<file path="src/rtl/trng_pkg.sv">
// TRNG CSR controller shared definitions: register addresses,
// CTRL/STATUS field positions and the collector FSM states.
package trng_pkg;

  localparam logic [1:0] ADDR_CTRL   = 2'd0;
  localparam logic [1:0] ADDR_STATUS = 2'd1;
  localparam logic [1:0] ADDR_DATA   = 2'd2;
  localparam logic [1:0] ADDR_RSVD   = 2'd3;

  localparam int CTRL_EN      = 0;
  localparam int CTRL_CONT    = 1;
  localparam int CTRL_IRQ_EN  = 2;
  localparam int CTRL_DIV_LSB = 8;
  localparam int CTRL_DIV_MSB = 15;

  localparam int ST_VALID   = 0;
  localparam int ST_OVR     = 1;
  localparam int ST_CNT_LSB = 4;
  localparam int ST_CNT_MSB = 9;

  localparam int CNT_W = ST_CNT_MSB - ST_CNT_LSB + 1;
  localparam int DIV_W = CTRL_DIV_MSB - CTRL_DIV_LSB + 1;

  // Implemented CTRL bits: enable, cont, irq_en, div.
  localparam logic [31:0] CTRL_WMASK = 32'h0000_FF07;

  typedef enum logic [1:0] {
    S_IDLE,
    S_COLLECT,
    S_WAIT_READ
  } state_t;

endpackage

</file>
<file path="src/rtl/byte_write_reg.sv">
// Register with per-byte-lane write strobes and a writable-bit mask.
// Ports: clk, rst (sync, active-high), i_we lanes, i_wdata, o_q.
module byte_write_reg #(
  parameter int              WIDTH      = 32,
  parameter int              BYTE_WIDTH = 8,
  parameter logic [WIDTH-1:0] MASK      = '1,
  parameter logic [WIDTH-1:0] RST_VAL   = '0
) (
  input  logic                        clk,
  input  logic                        rst,
  input  logic [WIDTH/BYTE_WIDTH-1:0] i_we,
  input  logic [WIDTH-1:0]            i_wdata,
  output logic [WIDTH-1:0]            o_q
);

  logic [WIDTH-1:0] r_q;
  logic [WIDTH-1:0] w_bit_we;

  always_comb begin
    w_bit_we = '0;
    for (int i = 0; i < WIDTH; i++) begin
      w_bit_we[i] = i_we[i / BYTE_WIDTH];
    end
  end

  // Unimplemented bits stay 0 because the mask strips them on write.
  always_ff @(posedge clk) begin
    if (rst) begin
      r_q <= RST_VAL;
    end else begin
      r_q <= (r_q & ~w_bit_we) | (i_wdata & w_bit_we & MASK);
    end
  end

  assign o_q = r_q;

endmodule

</file>
<file path="src/rtl/trng_csr_ctrl.sv">
// TRNG collector with CSR bus: samples rnd_bit every div+1 cycles into
// a word, publishes it in DATA. Ports: clk, rst, bus_*, rnd_bit, irq.
module trng_csr_ctrl
  import trng_pkg::*;
#(
  parameter int WIDTH      = 32,
  parameter int BYTE_WIDTH = 8
) (
  input  logic                        clk,
  input  logic                        rst,
  input  logic [1:0]                  bus_addr,
  input  logic [WIDTH/BYTE_WIDTH-1:0] bus_we,
  input  logic [WIDTH-1:0]            bus_wdata,
  input  logic                        bus_re,
  output logic [WIDTH-1:0]            bus_rdata,
  output logic                        bus_rvalid,
  input  logic                        rnd_bit,
  output logic                        irq
);

  localparam int NB = WIDTH / BYTE_WIDTH;
  localparam logic [WIDTH-1:0] W_MASK = WIDTH'(CTRL_WMASK);

  logic [NB-1:0]    w_ctrl_we;
  logic [WIDTH-1:0] w_ctrl;
  logic             w_en;
  logic             w_cont;
  logic [DIV_W-1:0] w_div;

  state_t r_state;
  state_t w_next;

  logic [WIDTH-2:0] r_shift;
  logic [CNT_W-1:0] r_bit_cnt;
  logic [DIV_W-1:0] r_div_cnt;
  logic [WIDTH-1:0] r_data;
  logic             r_valid;
  logic             r_ovr;
  logic [WIDTH-1:0] r_rdata;
  logic             r_rvalid;

  logic             w_sample;
  logic             w_last;
  logic             w_data_rd;
  logic             w_ovr_clr;
  logic [WIDTH-1:0] w_status;
  logic [WIDTH-1:0] w_rd_mux;

  assign w_ctrl_we = (bus_addr == ADDR_CTRL) ? bus_we : '0;

  byte_write_reg #(
    .WIDTH      (WIDTH),
    .BYTE_WIDTH (BYTE_WIDTH),
    .MASK       (W_MASK),
    .RST_VAL    ('0)
  ) u_ctrl (
    .clk     (clk),
    .rst     (rst),
    .i_we    (w_ctrl_we),
    .i_wdata (bus_wdata),
    .o_q     (w_ctrl)
  );

  assign w_en   = w_ctrl[CTRL_EN];
  assign w_cont = w_ctrl[CTRL_CONT];
  assign w_div  = w_ctrl[CTRL_DIV_MSB:CTRL_DIV_LSB];

  // >= keeps the divider from running away if div shrinks mid-count.
  assign w_sample  = (r_state == S_COLLECT) && w_en &&
                     (r_div_cnt >= w_div);
  assign w_last    = w_sample &&
                     (r_bit_cnt == CNT_W'(WIDTH - 1));
  assign w_data_rd = bus_re && (bus_addr == ADDR_DATA);
  assign w_ovr_clr = (bus_addr == ADDR_STATUS) && bus_we[0] &&
                     bus_wdata[ST_OVR];

  always_ff @(posedge clk) begin
    if (rst) r_state <= S_IDLE;
    else     r_state <= w_next;
  end

  always_comb begin
    w_next = r_state;
    if (!w_en) begin
      w_next = S_IDLE;
    end else begin
      unique case (r_state)
        S_IDLE:      w_next = S_COLLECT;
        S_COLLECT:   if (w_last && !w_cont) w_next = S_WAIT_READ;
        S_WAIT_READ: if (w_data_rd) w_next = S_COLLECT;
        default:     w_next = S_IDLE;
      endcase
    end
  end

  always_ff @(posedge clk) begin
    if (rst) begin
      r_shift   <= '0;
      r_bit_cnt <= '0;
      r_div_cnt <= '0;
    end else if (!w_en) begin
      r_shift   <= '0;
      r_bit_cnt <= '0;
      r_div_cnt <= '0;
    end else if (r_state == S_COLLECT) begin
      if (w_sample) begin
        r_div_cnt <= '0;
        if (w_last) begin
          r_shift   <= '0;
          r_bit_cnt <= '0;
        end else begin
          r_shift   <= {rnd_bit, r_shift[WIDTH-2:1]};
          r_bit_cnt <= r_bit_cnt + 1'b1;
        end
      end else begin
        r_div_cnt <= r_div_cnt + 1'b1;
      end
    end else begin
      r_div_cnt <= '0;
    end
  end

  // Completion wins over a same-cycle DATA read; a new overrun
  // event wins over a same-cycle clear.
  always_ff @(posedge clk) begin
    if (rst) begin
      r_data  <= '0;
      r_valid <= 1'b0;
      r_ovr   <= 1'b0;
    end else begin
      if (w_last) r_data <= {rnd_bit, r_shift};
      if (w_last)         r_valid <= 1'b1;
      else if (w_data_rd) r_valid <= 1'b0;
      if (w_last && r_valid && !w_data_rd) r_ovr <= 1'b1;
      else if (w_ovr_clr)                  r_ovr <= 1'b0;
    end
  end

  always_comb begin
    w_status = '0;
    w_status[ST_VALID] = r_valid;
    w_status[ST_OVR]   = r_ovr;
    w_status[ST_CNT_MSB:ST_CNT_LSB] = r_bit_cnt;
  end

  always_comb begin
    w_rd_mux = '0;
    unique case (bus_addr)
      ADDR_CTRL:   w_rd_mux = w_ctrl;
      ADDR_STATUS: w_rd_mux = w_status;
      ADDR_DATA:   w_rd_mux = r_data;
      ADDR_RSVD:   w_rd_mux = '0;
    endcase
  end

  always_ff @(posedge clk) begin
    if (rst) begin
      r_rdata  <= '0;
      r_rvalid <= 1'b0;
    end else begin
      r_rdata  <= bus_re ? w_rd_mux : '0;
      r_rvalid <= bus_re;
    end
  end

  assign bus_rdata  = r_rdata;
  assign bus_rvalid = r_rvalid;
  assign irq        = r_valid & w_ctrl[CTRL_IRQ_EN];

endmodule

</file>
<file path="config.mk">
export PLATFORM = sky130hd
export DESIGN_NAME = trng_csr_ctrl
export DESIGN_NICKNAME = d
export VERILOG_FILES = /design/src/rtl/trng_pkg.sv /design/src/rtl/byte_write_reg.sv /design/src/rtl/trng_csr_ctrl.sv
export SDC_FILE = /design/constraint.sdc
export NUM_CORES = 1
export LEC_CHECK = 0
export BUFFER_PORTS_ARGS = -buffer_cell sky130_fd_sc_hd__buf_4
export CAP_MARGIN = 10
export CELL_PAD_IN_SITES_DETAIL_PLACEMENT = 1
export CELL_PAD_IN_SITES_GLOBAL_PLACEMENT = 2
export CORE_MARGIN = 2
export CORE_UTILIZATION = 25
export CTS_CLUSTER_SIZE = 40
export DETAILED_ROUTE_END_ITERATION = 6
export PLACE_DENSITY_LB_ADDON = 0.08
export SYNTH_ARGS = -nofsm -noshare
export SYNTH_HDL_FRONTEND = slang
export SYNTH_HIERARCHICAL = 1
export SYNTH_SLANG_ARGS = --single-unit
</file>
<file path="constraint.sdc">
create_clock -name clk -period 5.8 [get_ports clk]
set_input_delay 0.58 -clock clk [delete_from_list [all_inputs] [get_ports clk]]
set_output_delay 0.58 -clock clk [all_outputs]
set_load 0.05 [all_outputs]
</file>
==> metrics.md, run 1 <==
| Metric | Value |
|---|---|
| Port Buffers | 54 |
| Part of the Yosys area used for sequential elements | 0.5140 |
| Slew @ Worst Pin | 0.8658 ns |
| GRT Overall Usage | 0.1348 |
| Final min period | between 2 and 3 ns |
| CTS clk-pin slew, worst paths | 0.06 ns |
| Syn nets | ~680 |
| Setup TNS | 0 ns |
| Syn-to-layout area delta | 22.00% |
| Share of cells above drive strength 1 | 0.1528 |
| CP max FO | 53 |
| Global-route wire length before repair | 25790 um |
| CTS tree | done |
| Die H | about 150 um |
| Reg2Reg Setup Slack | 2.86 ns |
| Row count | 55 |
| Avg Vias per Cell | 4.783 |
| Post-CTS Setup Bufs | 0 |
| Post-route ant nets | 0 |
| CTS Buf Count | 17 |
| Initial Utilization | 0.2527 |
| Via count | 4525 |
| Leak Pwr | 2.464 nW |
| Mux contribution to synthesized area | 0.07745 |
| Fin. Hold Viols | 0 |
| Crit share post-route | 0.5066 |
| Hold Crit Class | in -> reg |
| Avg WL per Cell | approximately 16 um |
| RSZ-0062 raised after global routing | false |
| Largest family of logic cells by synthesized area | simple AND/OR/NAND/NOR gates |
| Gr busiest metal | met2 |
| Synth Area in Adders | 0.02200 |
| Synth Area in Simple Gates | 0.1846 |
| Vias in the first global route | roughly 4800 |
| Worst-Skew Late Latency | 0.42 ns |
| Max-Slew Margin vs Limit | 0.4228 |
| DRT Pass-1 Iters | 4 |
| Crit end category | flip-flop |
| Post-synthesis xor/xnor area fraction | 0.009241 |
| Status | finished clean |
| Largest net degree at the start of global routing | 69 |
| Final nets | 700 |
| Die width | 154.8 um |
| Critical path launch point type | flip-flop |
| Total wire length | about 15000 um |
| DRT iter0 DRCs | ~130 |
| Dpl cell area | 6287 sq um |
| Ant diodes | 0 |
| M3 GR Usage | 0.02634 |
| CP required | 6.13 ns |
| Synth warnings | 6 |
| H-tree depth | 4 |
| Met1 Usage GRT | 0.1799 |
| Post-synth cell types | 37 |
| Root buffer cell | clkbuf_16 |
| Max Cap Viol | 0 |
| Final Core Density | 0.3083 |
| Top-Level Pins | 76 |
| Cells after synthesis | ~620 |
| Critical path type | reg -> reg |
| # setup viols final | 0 |
| Peak Freq | 340.3 MHz |
| GRT overflow | 0 |
| Finished Cell Area | approximately 7000 sq um |
| Hold-fix buffer count after cts | 0 |
| Routability cong. | 0.6997 |
| PwrDens | 337.5 nW/um^2 |
| DRC violations left | 0 |
| Post-CTS resize count | 0 |
| Post-synthesis compound-gate area fraction | 0.1452 |
| Core area | 22500 sq um |
| Crit path arrival time | approximately 3.3 ns |
| Initial antenna violation count | 0 |
| Longest Clk Path Bufs | 2 |
| Mapped Area | 5687 sq um |
| Syn Area/Cell | 9.113 sq um |
| Clock Sinks | 146 |
| Die area | between 20000 and 25000 sq um |
| Final-report max-slew violation count | 0 |
| VDD IR-drop max | approximately 0.18 mV |
| Hpwl dp | 8986 um |
| Worst-case clock skew | between 0.01 and 0.015 ns |
| Seq cells post-synth | 146 |
| Met2 usage | 0.2190 |
[worst max-delay path: stages (launching register included)]
cell       delay (ns)
dfxtp_1          0.44
inv_1            0.07
ha_1             0.28
nand2b_1         0.16
a2111oi_2        0.53
o31a_2           0.48
buf_4            0.53
o21ai_0          0.19
a21oi_1          0.14
[area by class of cell]
cell class                 count  area [sq um]
clock buffer                  19         442.9
timing repair buffer          61         457.9
tap                          285         356.6
fill                        2544         15560
sequential                   146          2923
multi-input combinational    412          2512
inverter                      10         37.54
clock inverter                13         207.7
[final timing paths]
check,start,endpoint,depth (start not counted)
min,bus_wdata[0],flip-flop,3
min reg2reg,u_ctrl/o_q[27]$_SDFF_PP0_,u_ctrl/o_q[27]$_SDFF_PP0_,1
max reg2reg,r_div_cnt[0]$_SDFF_PP0_,r_shift[15]$_SDFFE_PP0P_,8
max,r_div_cnt[0]$_SDFF_PP0_,r_shift[15]$_SDFFE_PP0P_,8
[per-stage QoR]
stage,cells,hold slack [ns],setup WS (ns),power [W]
after floorplan,624,0.4291,3.816,0.001108
after global placement,914,0.4406,2.916,0.001147
after detailed placement,914,0.4429,2.824,0.001149
after CTS,946,0.3745,2.783,0.002389
after global routing,946,0.3971,2.562,0.002441
final,946,0.3959,2.862,0.002342
[state kept, by name, summed over array words and instances (netlist names), 2 cells and up, named ones only]
register and flops:
bus_rdata 32, r_bit_cnt 6, r_data 32, r_div_cnt 8, r_shift 31, r_state 2
u_ctrl/o_q 21
[layer usage]
layer  up-vias  wire length [um]  share of wire
met5         -                 0              0
met4         0               194          0.013
met3        13               404          0.026
met2        62              7076           0.46
met1      2189              7733           0.50
li1       2261                 -              -
[where the power goes]
part	total [W]	leakage [nW]	switching, W	internal [W]
clock network	0.00122	0.317	0.000442	0.000776
logic	0.000115	0.970	0.0000867	0.0000285
registers	0.00101	1.18	0.00000294	0.00101
[synth_stat cells]
| cell type | instances | area share |
|---|---|---|
| o31ai_1 | 2 | 0.0026 |
| a2111oi_2 | 1 | 0.0026 |
| or3_1 | 3 | 0.0033 |
| nor2_1 | 65 | 0.043 |
| inv_1 | 10 | 0.0066 |
| xor2_1 | 5 | 0.0077 |
| o31ai_2 | 1 | 0.0022 |
| buf_4 | 1 | 0.0013 |
| or4_1 | 2 | 0.0026 |
| buf_1 | 5 | 0.0033 |
| ha_1 | 10 | 0.022 |
| mux2i_1 | 44 | 0.077 |
| nand3b_1 | 1 | 0.0013 |
| nand4_1 | 64 | 0.070 |
| nand4b_1 | 1 | 0.0015 |
| o21a_1 | 2 | 0.0026 |
| nand2b_1 | 3 | 0.0033 |
| nor3_2 | 1 | 0.0018 |
| nor2b_1 | 3 | 0.0033 |
| nor4b_2 | 1 | 0.0026 |
| a41o_1 | 1 | 0.0018 |
| o21ai_0 | 67 | 0.059 |
| o211a_1 | 1 | 0.0018 |
| nand3_2 | 1 | 0.0018 |
| nor3_1 | 2 | 0.0018 |
| buf_2 | 15 | 0.013 |
| a21oi_1 | 78 | 0.069 |
| xnor2_1 | 1 | 0.0015 |
| and2_1 | 27 | 0.030 |
| and3_1 | 3 | 0.0033 |
| a31oi_1 | 2 | 0.0022 |
| dfxtp_1 | 146 | 0.51 |
| or2_2 | 1 | 0.0011 |
| o31a_2 | 1 | 0.0018 |
| clkbuf_1 | 35 | 0.023 |
| nand3_1 | 9 | 0.0079 |
| nand2_1 | 9 | 0.0059 |
[cells by family after synthesis]
group                    after synthesis
AO/OA/AOI/OAI                        156
XOR/XNOR                               6
adder cells (fa/ha/maj)               10
buffers and inverters                 66
flip-flops                           146
multiplexers                          44
AND/OR/NAND/NOR                      196
[cells in the final DEF, fill, tap and decap left out, types with 2 or more instances in the layout]
cell,netlist,routed
dfxtp_1,146,146
a21oi_1,78,78
o21ai_0,67,67
nor2_1,65,65
nand4_1,64,64
buf_4,1,61
mux2i_1,44,44
and2_1,27,26
clkbuf_16,0,17
inv_1,10,10
ha_1,10,10
nand2_1,9,9
nand3_1,9,9
xor2_1,5,5
bufinv_16,0,5
nor2b_1,3,3
or3_1,3,3
and3_1,3,3
clkinv_4,0,3
clkinv_2,0,3
o21a_1,2,2
nand2b_1,3,2
o31ai_1,2,2
or4_1,2,2
a31oi_1,2,2
nor3_1,2,2
No activity file was read; power rests on OpenSTA's default activity.
==> run 2, diff against run 1 <==
clock period = 3.05 ns   (was 5.8 ns; I/O delays follow)
==> run 2 against run 1 <==
Core utilization shrank 0.061 points. Clock skew grew 0.0011 ns. Sequential cell count is the same.
==> metrics.md, run 2 (synthesized netlist as in run 1, its figures left out) <==
| Metric | Value |
|---|---|
| Max-Slew Margin vs Limit | 0.4721 (+0.04927) |
| Port Buffers | 54 (unchanged) |
| Clock Sinks | 146 (unchanged) |
| Clock Power Share | 0.484 (-0.036) |
| Critical path launch point type | flip-flop |
| DRT Pass-1 Iters | 4 (unchanged) |
| Hold-fix buffer count after cts | 0 (unchanged) |
| Final nets | 705 (+0.71%) |
| Share of cells above drive strength 1 | 0.1577 (+0.004859) |
| Total wire length | 15660 um (+1.6%) |
| Reg2Reg Setup Slack | 0.50 ns (-2.36 ns) |
| GRT Overall Usage | 0.1372 (+0.002351) |
| Post-CTS Setup Bufs | 0 (unchanged) |
| Largest net degree at the start of global routing | 69 (unchanged) |
| DRT iter0 DRCs | 168 (+32%) |
| Root buffer cell | clkbuf_16 |
| Die width | 154.8 um (unchanged) |
| Leak Pwr | 2.443 nW (-0.85%) |
| Core area | 22500 sq um (unchanged) |
| CP max stage delay | 0.52 ns (about the same) |
| Longest Clk Path Bufs | 2 (unchanged) |
| Vias in the first global route | 4750 (-1.7%) |
| CP max FO | 26 (-51%) |
| CP delay by family, top | compound AO/OA/AOI/OAI gates |
| Min Hold Slack | 0.1145 ns (-0.2814 ns) |
| NetSw | 0.001041 W (+96%) |
| Die H | 154.8 um (unchanged) |
| Seq pwr share | 0.457 (+0.026) |
| WP buf/inv | 2 (unchanged) |
| Slew @ Worst Pin | 0.7900 ns (-0.07582 ns) |
| Cell Chain, Critical Path | inv_1, ha_1, nand2b_1, a2111oi_2, o31a_2, buf_12, nand3_2, nor2_1 |
| Reg2reg end | r_div_cnt[7]$_SDFF_PP0_ |
| Global-route wire length before repair | 26000 um (+0.80%) |
| Crit. path cell count | 8 (unchanged) |
| PwrDens | 605.8 nW/um^2 (+79%) |
| CP required | 3.41 ns (-2.72 ns) |
| Dpl cell area | 6360 sq um (+1.2%) |
| Hold Crit Class | in -> reg |
| Hpwl dp | 9700 um (+8.0%) |
| Syn-to-layout area delta | 21.76% |
| VDD IR-drop max | 0.3057 mV (+69%) |
| Commonest non-fill, non-tap cell in the layout | dfxtp_1 |
| Max Cap Viol | 0 (unchanged) |
| GRT overflow | 0 (unchanged) |
| RSZ-0062 raised after global routing | false |
| Row count | 55 (unchanged) |
| Crit path arrival time | 2.91 ns (-0.36 ns) |
| Hold depth | 3 (unchanged) |
| Worst-Skew Late Latency | 0.42 ns (about the same) |
| Worst-case clock skew | 0.01109 ns (+0.001076 ns) |
| Gate power share | 0.059 (+0.010) |
| Via count | 4569 (+0.97%) |
| Die area | 23970 sq um (unchanged) |
| Initial Utilization | 0.2527 (unchanged) |
| H-tree depth | 4 (unchanged) |
| Setup TNS | 0 ns (unchanged) |
| R2R cell count | 8 (unchanged) |
| Post-CTS resize count | 0 (unchanged) |
| CTS Buf Count | 17 (unchanged) |
| Peak Freq | 392.9 MHz (+15%) |
| Switching part of the total | 0.2482 (+0.02132) |
| Post-route ant nets | 0 (unchanged) |
| Top-Level Pins | 76 (unchanged) |
| Routability cong. | 0.7241 (+3.5%) |
| Total power | 0.004195 W (+79%) |
| Reg2reg start | r_div_cnt[0]$_SDFF_PP0_ |
| Critical path type | reg -> reg |
| Fillers | 2567 (+0.90%) |
| Ant diodes | 0 (unchanged) |
| Crit end category | flip-flop |
| Initial antenna violation count | 0 (unchanged) |
| Slowest-stage cell, CP | a2111oi_2 |
| CTS tree | done |
| CTS clk-pin slew, worst paths | 0.06 ns (about the same) |
| Hold_sp | bus_wdata[0] |
| Status | finished clean |
| DRC violations left | 0 (unchanged) |
| Finished Cell Area | 6924 sq um (-0.20%) |
| Total internal power | 0.003154 W (+74%) |
| Fin. Hold Viols | 0 (unchanged) |
| Avg WL per Cell | 16.47 um (+1.1%) |
| Most frequent cells in the layout | dfxtp_1 (146), a21oi_1 (78), o21ai_0 (67), nor2_1 (65), nand4_1 (64) |
| Final min period | 2.545 ns (-0.3930 ns) |
| Avg Vias per Cell | 4.804 (+0.44%) |
| Final-report max-slew violation count | 0 (unchanged) |
| Crit share post-route | 0.8345 (+0.3279) |
| # setup viols final | 0 (unchanged) |
run 2: changes by cell type in the layout (fill, tap and decap cells not counted):
cell        previous run  this run
bufinv_16              5         1
clkinv_4               3         0
buf_12                 0         3
nand2b_2               1         0
nand2b_1               2         3
buf_4                 61        63
clkinvlp_4             1         6
clkbuf_8               1         2
inv_6                  1         2
run 2: area by class of cell:
| cell class | instances | area, sq um | share of cell area |
|---|---|---|---|
| clock buffer | 20 | 456.7 | 0.06596 |
| clock inverter | 12 | 107.6 | 0.01554 |
| inverter | 10 | 37.54 | 0.005421 |
| multi-input combinational | 412 | 2510 | 0.3625 |
| sequential | 146 | 2923 | 0.4221 |
| tap | 285 | 356.6 | 0.05150 |
| timing repair buffer | 66 | 533.0 | 0.07698 |
run 2: worst reg2reg max path, delay by kind of cell (launching register included):
family,cells,cell delay [ns]
AOI/OAI and AO/OA,2,0.97
adders and majority gates,1,0.26
buffers and inverters,2,0.31
DFF,1,0.43
and+or+nand+nor,3,0.51
run 2: how the worst max path moves through the flow:
stage / slack [ns] / endpoint / start
global placement: 0.49 / r_div_cnt[5]$_SDFF_PP0_ / r_div_cnt[0]$_SDFF_PP0_
CTS: 0.46 / r_div_cnt[3]$_SDFF_PP0_ / r_div_cnt[0]$_SDFF_PP0_
floorplan: 1.07 / r_shift[10]$_SDFFE_PP0P_ / r_div_cnt[0]$_SDFF_PP0_
detailed placement: 0.48 / r_div_cnt[3]$_SDFF_PP0_ / r_div_cnt[0]$_SDFF_PP0_
finish: 0.50 / r_div_cnt[7]$_SDFF_PP0_ / r_div_cnt[0]$_SDFF_PP0_
global route: 0.25 / r_div_cnt[4]$_SDFF_PP0_ / r_div_cnt[0]$_SDFF_PP0_
run 2: routing by layer:
metal	vias to the layer above	global-route usage	part of all wire
li1	2275	-	-
met1	2220	0.1868	0.51
met2	58	0.2164	0.45
met3	16	0.02774	0.025
met4	0	0.04762	0.013
met5	-	0	0
run 2: power by group through the flow:
stage          logic [W]  registers [W]  clock network, W
5_1_grt         0.000270        0.00192           0.00219
4_1_cts         0.000251        0.00192           0.00210
2_1_floorplan   0.000144        0.00196                 0
6_report        0.000247        0.00192           0.00203
3_3_place_gp    0.000249        0.00196                 0
3_5_place_dp    0.000251        0.00196                 0
run 2: metrics by stage:
stage	utilization	setup WS (ns)	std cells
2_1_floorplan	-	1.066	624
3_3_place_gp	0.2826	0.4944	919
3_5_place_dp	0.2826	0.4818	919
4_1_cts	0.3077	0.4561	951
5_1_grt	0.3077	0.2484	951
6_report	0.3077	0.5047	951
